**config.mk**
```make
export PLATFORM = sky130hd
export DESIGN_NAME = bcd_column_streamer
export DESIGN_NICKNAME = d
export VERILOG_FILES = /design/src/rtl/led_matrix_pkg.sv /design/src/rtl/glyph_col_rom.sv /design/src/rtl/bcd_column_streamer.sv
export SDC_FILE = /design/constraint.sdc
export NUM_CORES = 1
export LEC_CHECK = 0
export ABC_AREA = 0
export ABC_CLOCK_PERIOD_IN_PS = 4300
export CAP_MARGIN = 20
export CORE_ASPECT_RATIO = 1.5
export CORE_UTILIZATION = 40
export CTS_CLUSTER_DIAMETER = 80
export CTS_CLUSTER_SIZE = 10
export DETAILED_ROUTE_END_ITERATION = 7
export GPL_ROUTABILITY_DRIVEN = 0
export MAX_ROUTING_LAYER = met4
export PLACE_DENSITY = 0.63
export SLEW_MARGIN = 20
export SYNTH_ARGS = -nofsm -noshare
export SYNTH_HDL_FRONTEND = slang
export SYNTH_HIERARCHICAL = 1
export SYNTH_SLANG_ARGS = --single-unit
```
**constraint.sdc**
```tcl
create_clock -name clk -period 4.3 [get_ports clk]
set_input_delay 0.86 -clock clk [delete_from_list [all_inputs] [get_ports clk]]
set_output_delay 0.86 -clock clk [all_outputs]
set_load 0.05 [all_outputs]
```
**src/rtl/led_matrix_pkg.sv**
```systemverilog
// Shared types, font table and FSM states
// for the LED matrix column datapath.
package led_matrix_pkg;

  typedef logic [31:0] col_word_t;
  typedef logic [2:0]  rgb_t;

  typedef enum logic [1:0] {
    IDLE,
    STREAM,
    DONE
  } state_t;

  localparam int FONT_COLS = 5;
  localparam int ERR_GLYPH = 10;

  // White 5x8 glyphs: nibble 0 is the bottom pixel,
  // a lit pixel is 4'h7 so a colour mask selects R/G/B.
  localparam col_word_t GLYPH_ROM [0:10][0:4] = '{
    '{32'h07777770, 32'h70000007, 32'h70000007,
      32'h70000007, 32'h07777770},
    '{32'h00000000, 32'h07000007, 32'h77777777,
      32'h00000007, 32'h00000000},
    '{32'h07000077, 32'h70000707, 32'h70007007,
      32'h70070007, 32'h07700007},
    '{32'h07000070, 32'h70000007, 32'h70070007,
      32'h70070007, 32'h07707770},
    '{32'h00077000, 32'h00707000, 32'h07007000,
      32'h77777777, 32'h00007000},
    '{32'h77770070, 32'h70070007, 32'h70070007,
      32'h70070007, 32'h70007770},
    '{32'h07777770, 32'h70070007, 32'h70070007,
      32'h70070007, 32'h07007770},
    '{32'h70000000, 32'h70000777, 32'h70007000,
      32'h70070000, 32'h77700000},
    '{32'h07707770, 32'h70070007, 32'h70070007,
      32'h70070007, 32'h07707770},
    '{32'h07770070, 32'h70007007, 32'h70007007,
      32'h70007007, 32'h07777770},
    '{32'h77777777, 32'h70070007, 32'h70070007,
      32'h70070007, 32'h70000007}
  };

endpackage

```
**src/rtl/glyph_col_rom.sv**
```systemverilog
// White glyph column lookup; non-BCD values
// map to the error glyph, spacing columns are dark.
module glyph_col_rom
  import led_matrix_pkg::*;
(
  input  logic [3:0] num,
  input  logic [2:0] col,
  output col_word_t  word
);

  logic [3:0] idx;

  // Select glyph row, blank the inter-digit gap
  always_comb begin
    idx  = (num > 4'd9) ? 4'(ERR_GLYPH) : num;
    word = '0;
    if (col < 3'(FONT_COLS))
      word = GLYPH_ROM[idx][col];
  end

endmodule

```
**src/rtl/bcd_column_streamer.sv**
```systemverilog
// Streams a coloured BCD readout as matrix
// columns, MS digit first, over valid/ready.
module bcd_column_streamer
  import led_matrix_pkg::*;
#(
  parameter int NUM_DIGITS = 4,
  parameter int GLYPH_COLS = 6,
  parameter int DISP_COLS  = 32
) (
  input  logic                         clk,
  input  logic                         rst_n,
  input  logic                         start,
  input  logic                         abort,
  input  logic [4*NUM_DIGITS-1:0]      digits,
  input  logic [3*NUM_DIGITS-1:0]      digit_color,
  input  logic                         blank_lz,
  input  logic [$clog2(DISP_COLS)-1:0] base_col,
  input  logic                         col_ready,
  output logic                         col_valid,
  output logic [31:0]                  col_data,
  output logic [$clog2(DISP_COLS)-1:0] col_addr,
  output logic                         busy,
  output logic                         done
);

  localparam int DW =
    (NUM_DIGITS > 1) ? $clog2(NUM_DIGITS) : 1;
  localparam int AW = $clog2(DISP_COLS);
  localparam logic [DW-1:0] MS_DIG =
    DW'(NUM_DIGITS - 1);
  localparam logic [2:0] LAST_COL =
    3'(GLYPH_COLS - 1);

  state_t state, state_n;

  logic [4*NUM_DIGITS-1:0] dig_q, src_dig;
  logic [3*NUM_DIGITS-1:0] rgb_q, src_rgb;
  logic                    blank_q, src_blank;

  logic [DW-1:0] d_q, d_n;
  logic [2:0]    c_q, c_n;
  logic          load, step, hs;

  logic [3:0] num;
  rgb_t       rgb;
  logic       lz;
  col_word_t  white, word_n;

  assign hs = col_valid & col_ready;

  // Next state and position of the column
  // to be presented after this edge
  always_comb begin
    state_n = state;
    load    = 1'b0;
    step    = 1'b0;
    d_n     = d_q;
    c_n     = c_q;
    if (abort) begin
      state_n = IDLE;
    end else begin
      unique case (state)
        IDLE, DONE: begin
          state_n = IDLE;
          if (start) begin
            state_n = STREAM;
            load    = 1'b1;
            d_n     = MS_DIG;
            c_n     = '0;
          end
        end
        STREAM: begin
          if (hs) begin
            if (d_q == '0 && c_q == LAST_COL) begin
              state_n = DONE;
            end else begin
              step = 1'b1;
              if (c_q == LAST_COL) begin
                d_n = d_q - DW'(1);
                c_n = '0;
              end else begin
                c_n = c_q + 3'd1;
              end
            end
          end
        end
        default: state_n = IDLE;
      endcase
    end
  end

  // Precompute the next column word from the
  // live inputs on start, captured copy otherwise
  always_comb begin
    src_dig   = load ? digits      : dig_q;
    src_rgb   = load ? digit_color : rgb_q;
    src_blank = load ? blank_lz    : blank_q;
    num       = src_dig[4*d_n +: 4];
    rgb       = src_rgb[3*d_n +: 3];
    lz        = src_blank && (d_n != '0) &&
                ((src_dig >> (4*d_n)) == '0);
    word_n    = lz ? '0 :
                (white & {8{1'b0, rgb}});
  end

  glyph_col_rom u_rom (
    .num  (num),
    .col  (c_n),
    .word (white)
  );

  // State register
  always_ff @(posedge clk or negedge rst_n) begin
    if (!rst_n) state <= IDLE;
    else        state <= state_n;
  end

  // Request capture, only on an accepted start
  always_ff @(posedge clk or negedge rst_n) begin
    if (!rst_n) begin
      dig_q   <= '0;
      rgb_q   <= '0;
      blank_q <= 1'b0;
    end else if (load) begin
      dig_q   <= digits;
      rgb_q   <= digit_color;
      blank_q <= blank_lz;
    end
  end

  // Position counters and registered outputs
  always_ff @(posedge clk or negedge rst_n) begin
    if (!rst_n) begin
      d_q       <= '0;
      c_q       <= '0;
      col_valid <= 1'b0;
      busy      <= 1'b0;
      done      <= 1'b0;
      col_data  <= '0;
      col_addr  <= '0;
    end else begin
      d_q       <= d_n;
      c_q       <= c_n;
      col_valid <= (state_n == STREAM);
      busy      <= (state_n == STREAM);
      done      <= (state_n == DONE);
      if (load) begin
        col_data <= word_n;
        col_addr <= base_col;
      end else if (step) begin
        col_data <= word_n;
        col_addr <= col_addr + AW'(1);
      end else if (state_n != STREAM) begin
        col_data <= '0;
      end
    end
  end

endmodule
```
==> impl_metrics.py, run 1 <==
metrics = {
    "clock_network": {
        "cts_tree": "done",
        "clock_path_buffers": 2,
        "numCtsBuffers": 9,
        "insertion_delay_ns": 0.33,
        "clkTransAtPathRegs_ns": 0.06,
        "cts_root_buf": "clkbuf_16",
        "cts_hold_buf": 0,
        "cts_max_level": 3,
        "cts_sinks": 67,
    },
    "floorplan": {
        "die-area_um2": 11200,
        "rows": 46,
        "io_pins": 79,
        "initial_core_util_pct": 41.0,
        "die_y_um": 129,
        "core_area_um2": 10500,
        "die_w_um": 86.8,
    },
    "critical_path": {
        "worstSetupStartpointType": "primary input",
        "cp_data_arrival_time_ns": 4.24,
        "worstPathRequired_ns": 4.54,
        "end_kind": "register",
        "crit_path_max_fanout": 16,
        "crit_type": "primary input to register",
    },
    "flow_run": {
        "max-cap-violations": 0,
    },
    "timing": {
        "tightest_slew_ns": 0.932,
        "slew_headroom_pct": 37.8,
        "final.setup.tns_ns": 0,
        "setup_viol": 0,
        "min_period_ns": 4.00,
        "fin_skew_ns": 0.00879,
        "max_freq_ghz": 0.250,
        "rsz0062_at_grt": "no",
        "finalHoldViolCount": 0,
        "timing.final.crit_share_pct": 93.1,
        "report.final.slew_viol_count": 0,
    },
    "synthesis": {
        "syn_area_per_cell_um2": 8.73,
        "yosys_warnings": 6,
        "synthCells": 494,
        "synth_area_um2": 4310,
    },
    "route": {
        "drt-pass1-iter-count": 4,
        "vias_per_cell": 5.10,
        "wl_per_cell_um": 14.8,
        "drt-initial-drc-count": 219,
        "ant_nets": 0,
        "via_count": 3693,
        "drc": 0,
        "drt_wl_total_um": 10700,
    },
    "power": {
        "finalPower_uw": 3310,
        "power_density_nw_per_um2": 591,
        "p_leak_uw": 0.00261,
        "peakVddDrop_mv": 0.280,
    },
    "final_layout": {
        "drive_above_1_share_pct": 19.3,
        "area_growth_pct": 29.9,
        "fin_util_pct": 53.2,
        "nNetsFinal": 623,
        "antenna-diode-count": 0,
        "layoutNonFillerInstCount": 724,
    },
    "grt": {
        "antenna_found_initial": 0,
        "grt_pass1_wl_um": 17200,
        "track_usage_pct": 20.4,
        "grt_pass1_vias": 3476,
        "grt_remaining_overflow": 0,
        "grt_max_degree": 42,
    },
    "hold_path": {
        "hp-class": "register to register",
    },
    "place": {
        "dp_hpwl_um": 7910,
        "dp_cells": 707,
        "io_buffers": 70,
    },
    "run_status": {
        "status": "finished clean",
    },
}
## routing by layer
metal  wire length (um)  up-vias  global-route usage (%)  share of wire, %
met1               4620     1741                    24.7                43
met5                  0        -                       -                 0
met4                193        0                    6.86               1.8
met2               5470      105                    34.0                51
met3                435       16                    3.50               4.1
li1                   -     1831                       -                 -
## registers in the layout, summed over array words and instances (netlist names)
name and cells:
dig_q 16, rgb_q 12, col_data 24, blank_q 1, d_q 2, c_q 3, done 1, state 2
busy 1, col_addr 5
## path summary, 6_finish.rpt
path                       startpoint            to  slack (ns)  depth (start not counted)
hold / removal               rgb_q[6]      rgb_q[6]        0.47                          2
hold reg to reg              rgb_q[6]      rgb_q[6]        0.47                          2
setup reg to reg               d_q[0]   col_data[5]        0.58                         20
max in group asynchronous       rst_n     dig_q[11]        2.72                          2
min in group asynchronous       rst_n  col_data[16]        0.67                          1
setup / recovery                start  col_data[20]        0.30                         18
## power by group
group	internal [uW]	total [uW]	switching [uW]
logic	689	1700	1010
registers	744	810	66.2
clock network	523	798	276
## metrics by stage
stage | setup WS, ns | area [um2] | hold slack [ns]
after floorplan | 0.00909 | 4350 | 0.436
final | 0.298 | 5600 | 0.467
after detailed placement | -0.211 | 5240 | 0.456
after global routing | 0.0409 | 5600 | 0.489
after CTS | 0.120 | 5570 | 0.473
after global placement | -0.149 | 5240 | 0.456
## placed cells by master (no fill, tap or decap), types with 3 or more instances in the layout
master,n
a21o_1,4
a21oi_1,15
a31oi_1,8
and3_1,8
buf_4,43
clkbuf_16,9
clkdlybuf4s50_1,68
conb_1,8
dfrtp_1,67
ha_1,7
inv_1,37
mux2i_1,18
nand2_1,123
nand2b_1,3
nand3_1,4
nand4_1,3
nor2_1,11
nor2b_1,4
nor3_1,6
nor4_1,4
o211ai_1,4
o21ai_0,20
o21ai_1,4
o22ai_1,4
o31ai_1,5
o31ai_2,22
or3b_1,4
xor2_1,3
## layout make-up
class	instances	area, um2
clock buffers	10	239
clock inverters	6	88.8
fillers	960	4930
inverters	38	143
multi-input cells	344	2220
flip-flops and latches	67	1680
well taps	144	180
repair buffers	115	1060
## timing repair
item | CTS | global route
resized for setup | 0 | 9
setup buffers | 0 | 1
endpoints found under the hold margin | 0 | 0
endpoints found under the setup margin | 0 | 22
## worst max-delay path, stage by stage
cell and delay (ns):
clkdlybuf4s50_1 0.48, or3b_1 0.41, buf_4 0.22, mux2i_1 0.20, nand2_1 0.07, o211ai_1 0.09, o21ai_1 0.15, a21o_1 0.22
inv_1 0.12, ha_2 0.25, buf_4 0.14, nand2_1 0.05, o22ai_1 0.12, a21oi_1 0.11, o311ai_1 0.31, buf_4 0.18
inv_1 0.04, o31ai_2 0.22
No activity file was read; power rests on OpenSTA's default activity.
==> inputs of run 2 (changes only) <==
--- a/config.mk
+++ b/config.mk
@@ -7,7 +7,6 @@
 export LEC_CHECK = 0
 export ABC_AREA = 0
 export ABC_CLOCK_PERIOD_IN_PS = 4300
-export CAP_MARGIN = 20
 export CORE_ASPECT_RATIO = 1.5
 export CORE_UTILIZATION = 40
 export CTS_CLUSTER_DIAMETER = 80
@@ -16,6 +15,7 @@
 export GPL_ROUTABILITY_DRIVEN = 0
 export MAX_ROUTING_LAYER = met4
 export PLACE_DENSITY = 0.63
+export RECOVER_POWER = 100
 export SLEW_MARGIN = 20
 export SYNTH_ARGS = -nofsm -noshare
 export SYNTH_HDL_FRONTEND = slang
==> run 2 against run 1 <==
Effect of this change:
- the run now ends with capacitance limit, slew limit left
- routed wire length barely moved
- sequential share of layout area increased by 0.26 points
- combinational power is 2% lower
- fmax decreased by 1.5%
- non-clock buffer count unchanged
- critical path depth unchanged
- clock skew hardly changed
- sequential power about the same
- design area down 0.85%
- via count is 0.43% higher
- critical path type unchanged
- largest cell class unchanged
- highest routed layer unchanged
==> impl_metrics.py, run 2 (synthesized netlist as in run 1, its figures left out) <==
metrics = {
    "floorplan": {
        "rows": 46,
        "die-area_um2": 11200,
        "die_y_um": 129,
        "die_w_um": 86.8,
        "initial_core_util_pct": 41.0,
        "io_pins": 79,
        "core_area_um2": 10500,
    },
    "critical_path": {
        "r2r_slack_ns": 0.58,
        "end_kind": "register",
        "crit_path_max_fanout": 16,
        "worstPathRequired_ns": 4.54,
        "worstSetupStartpointType": "primary input",
        "regToRegStartpoint": "d_q[0]",
        "rr_endpoint": "col_data[20]",
        "cp_slowest_stage_delay_ns": 0.48,
        "cp_data_arrival_time_ns": 4.30,
        "crit_type": "primary input to register",
        "slowest_stage": "clkdlybuf4s50_1",
        "r2r.worst_path.cells": 19,
        "cp_cell_sequence": "clkdlybuf4s50_1, or3b_1, buf_4, mux2i_1, nand2_1, o211ai_1, o21ai_1, a21o_1, inv_1, ha_2, buf_4, nand2_1, o22ai_1, a21oi_1, o311ai_1, clkbuf_1, inv_1, o31ai_2",
    },
    "timing": {
        "slew_headroom_pct": -47.5,
        "tightest_slew_ns": 2.21,
        "report.final.slew_viol_count": 42,
        "fin_skew_ns": 0.00909,
        "finalHoldViolCount": 0,
        "max_freq_ghz": 0.246,
        "finalWorstSetupSlack_ns": 0.237,
        "setup_viol": 0,
        "timing.final.crit_share_pct": 94.5,
        "min_period_ns": 4.06,
        "rsz0062_at_grt": "no",
    },
    "clock_network": {
        "insertion_delay_ns": 0.33,
        "cts_hold_buf": 0,
        "clock_path_buffers": 2,
        "cts_root_buf": "clkbuf_16",
        "cts_max_level": 3,
        "numCtsBuffers": 9,
        "cts_sinks": 67,
        "clkTransAtPathRegs_ns": 0.06,
        "cts_tree": "done",
    },
    "route": {
        "via_count": 3709,
        "drc": 0,
        "vias_per_cell": 5.12,
        "wl_per_cell_um": 14.8,
        "drt-initial-drc-count": 190,
        "drt-pass1-iter-count": 4,
        "ant_nets": 0,
        "drt_wl_total_um": 10700,
    },
    "place": {
        "post-place-ws_ns": -0.211,
        "dp_hpwl_um": 7910,
        "io_buffers": 70,
    },
    "power": {
        "power_density_nw_per_um2": 587,
        "peakVddDrop_mv": 0.278,
        "p_leak_uw": 0.00267,
        "finalPower_uw": 3260,
    },
    "grt": {
        "grt_pass1_wl_um": 17200,
        "grt_remaining_overflow": 0,
        "grt_pass1_vias": 3476,
        "track_usage_pct": 20.4,
        "antenna_found_initial": 0,
        "grt_max_degree": 42,
    },
    "final_layout": {
        "nNetsFinal": 623,
        "final_cell_mix": "123 x nand2_1, 67 x dfrtp_1, 37 x inv_1, 36 x clkdlybuf4s50_1, 34 x buf_4",
        "final_common_cell": "nand2_1",
        "top_register": "col_data",
        "largest_reg_flops": 24,
        "antenna-diode-count": 0,
        "drive_above_1_share_pct": 17.4,
        "area_growth_pct": 28.8,
        "reg_top3": "col_data x24, dig_q x16, rgb_q x12",
    },
    "run_status": {
        "status": "complete, but fails checks",
        "violations": "capacitance limit, slew limit",
    },
    "flow_run": {
        "max-cap-violations": 1,
    },
    "hold_path": {
        "hold_depth": 2,
        "hp-start": "rgb_q[6]",
        "whs_endpoint": "rgb_q[6]",
        "hp-class": "register to register",
    },
}
-- run 2: cell type report --
type	instances	area, um2
sequential	67	1680
timing repair buffer	115	1040
clock buffer	10	239
inverter	38	143
fill	974	4980
tap	144	180
multi-input combinational	344	2190
clock inverter	6	88.8
-- run 2: worst max-delay path, delay by kind of cell --
| kind | cells | cell delay [ns] |
|---|---|---|
| fa+ha+maj | 1 | 0.25 |
| buf+inv | 6 | 1.21 |
| mux | 1 | 0.19 |
| compound gates | 7 | 1.25 |
| simple gates | 3 | 0.53 |
-- run 2: what timing repair did --
item | in CTS | in global routing
setup buffers | 0 | 1
setup endpoints to repair | 0 | 22
gates resized for setup | 0 | 9
-- run 2: worst max path at each step --
| stage | startpoint | depth (start not counted) | end |
|---|---|---|---|
| 2_1_floorplan | abort | 22 | col_data[10] |
| 3_3_place_gp | abort | 19 | col_data[16] |
| 3_5_place_dp | abort | 19 | col_data[16] |
| 4_1_cts | abort | 19 | col_data[16] |
| 5_1_grt | start | 18 | col_data[8] |
| 6_report | start | 18 | col_data[20] |
-- run 2: where the power goes --
group          internal [uW]  leakage (uW)  switching [uW]  total (uW)
Sequential               744      0.000866            63.1         807
Clock                    523      0.000155             276         799
Combinational            652       0.00165            1000        1660
Total                   1920       0.00267            1340        3260
-- run 2: stage by stage --
step	cells	utilization [%]	TNS (ns)	area, um2	hold WS [ns]
floorplan	501	-	0	4350	0.436
global placement	707	49.7	-1.08	5240	0.456
detailed placement	707	49.7	-2.36	5240	0.456
CTS	723	52.8	0	5570	0.473
global route	724	52.8	0	5560	0.489
finish	724	52.8	0	5560	0.468
-- run 2: per-layer routing --
| layer | track usage [%] | vias to the layer above | routed length, um |
|---|---|---|---|
| li1 | - | 1831 | - |
| met1 | 24.7 | 1764 | 4640 |
| met2 | 34.0 | 94 | 5480 |
| met3 | 3.50 | 20 | 401 |
| met4 | 6.86 | 0 | 199 |
| met5 | - | - | 0 |
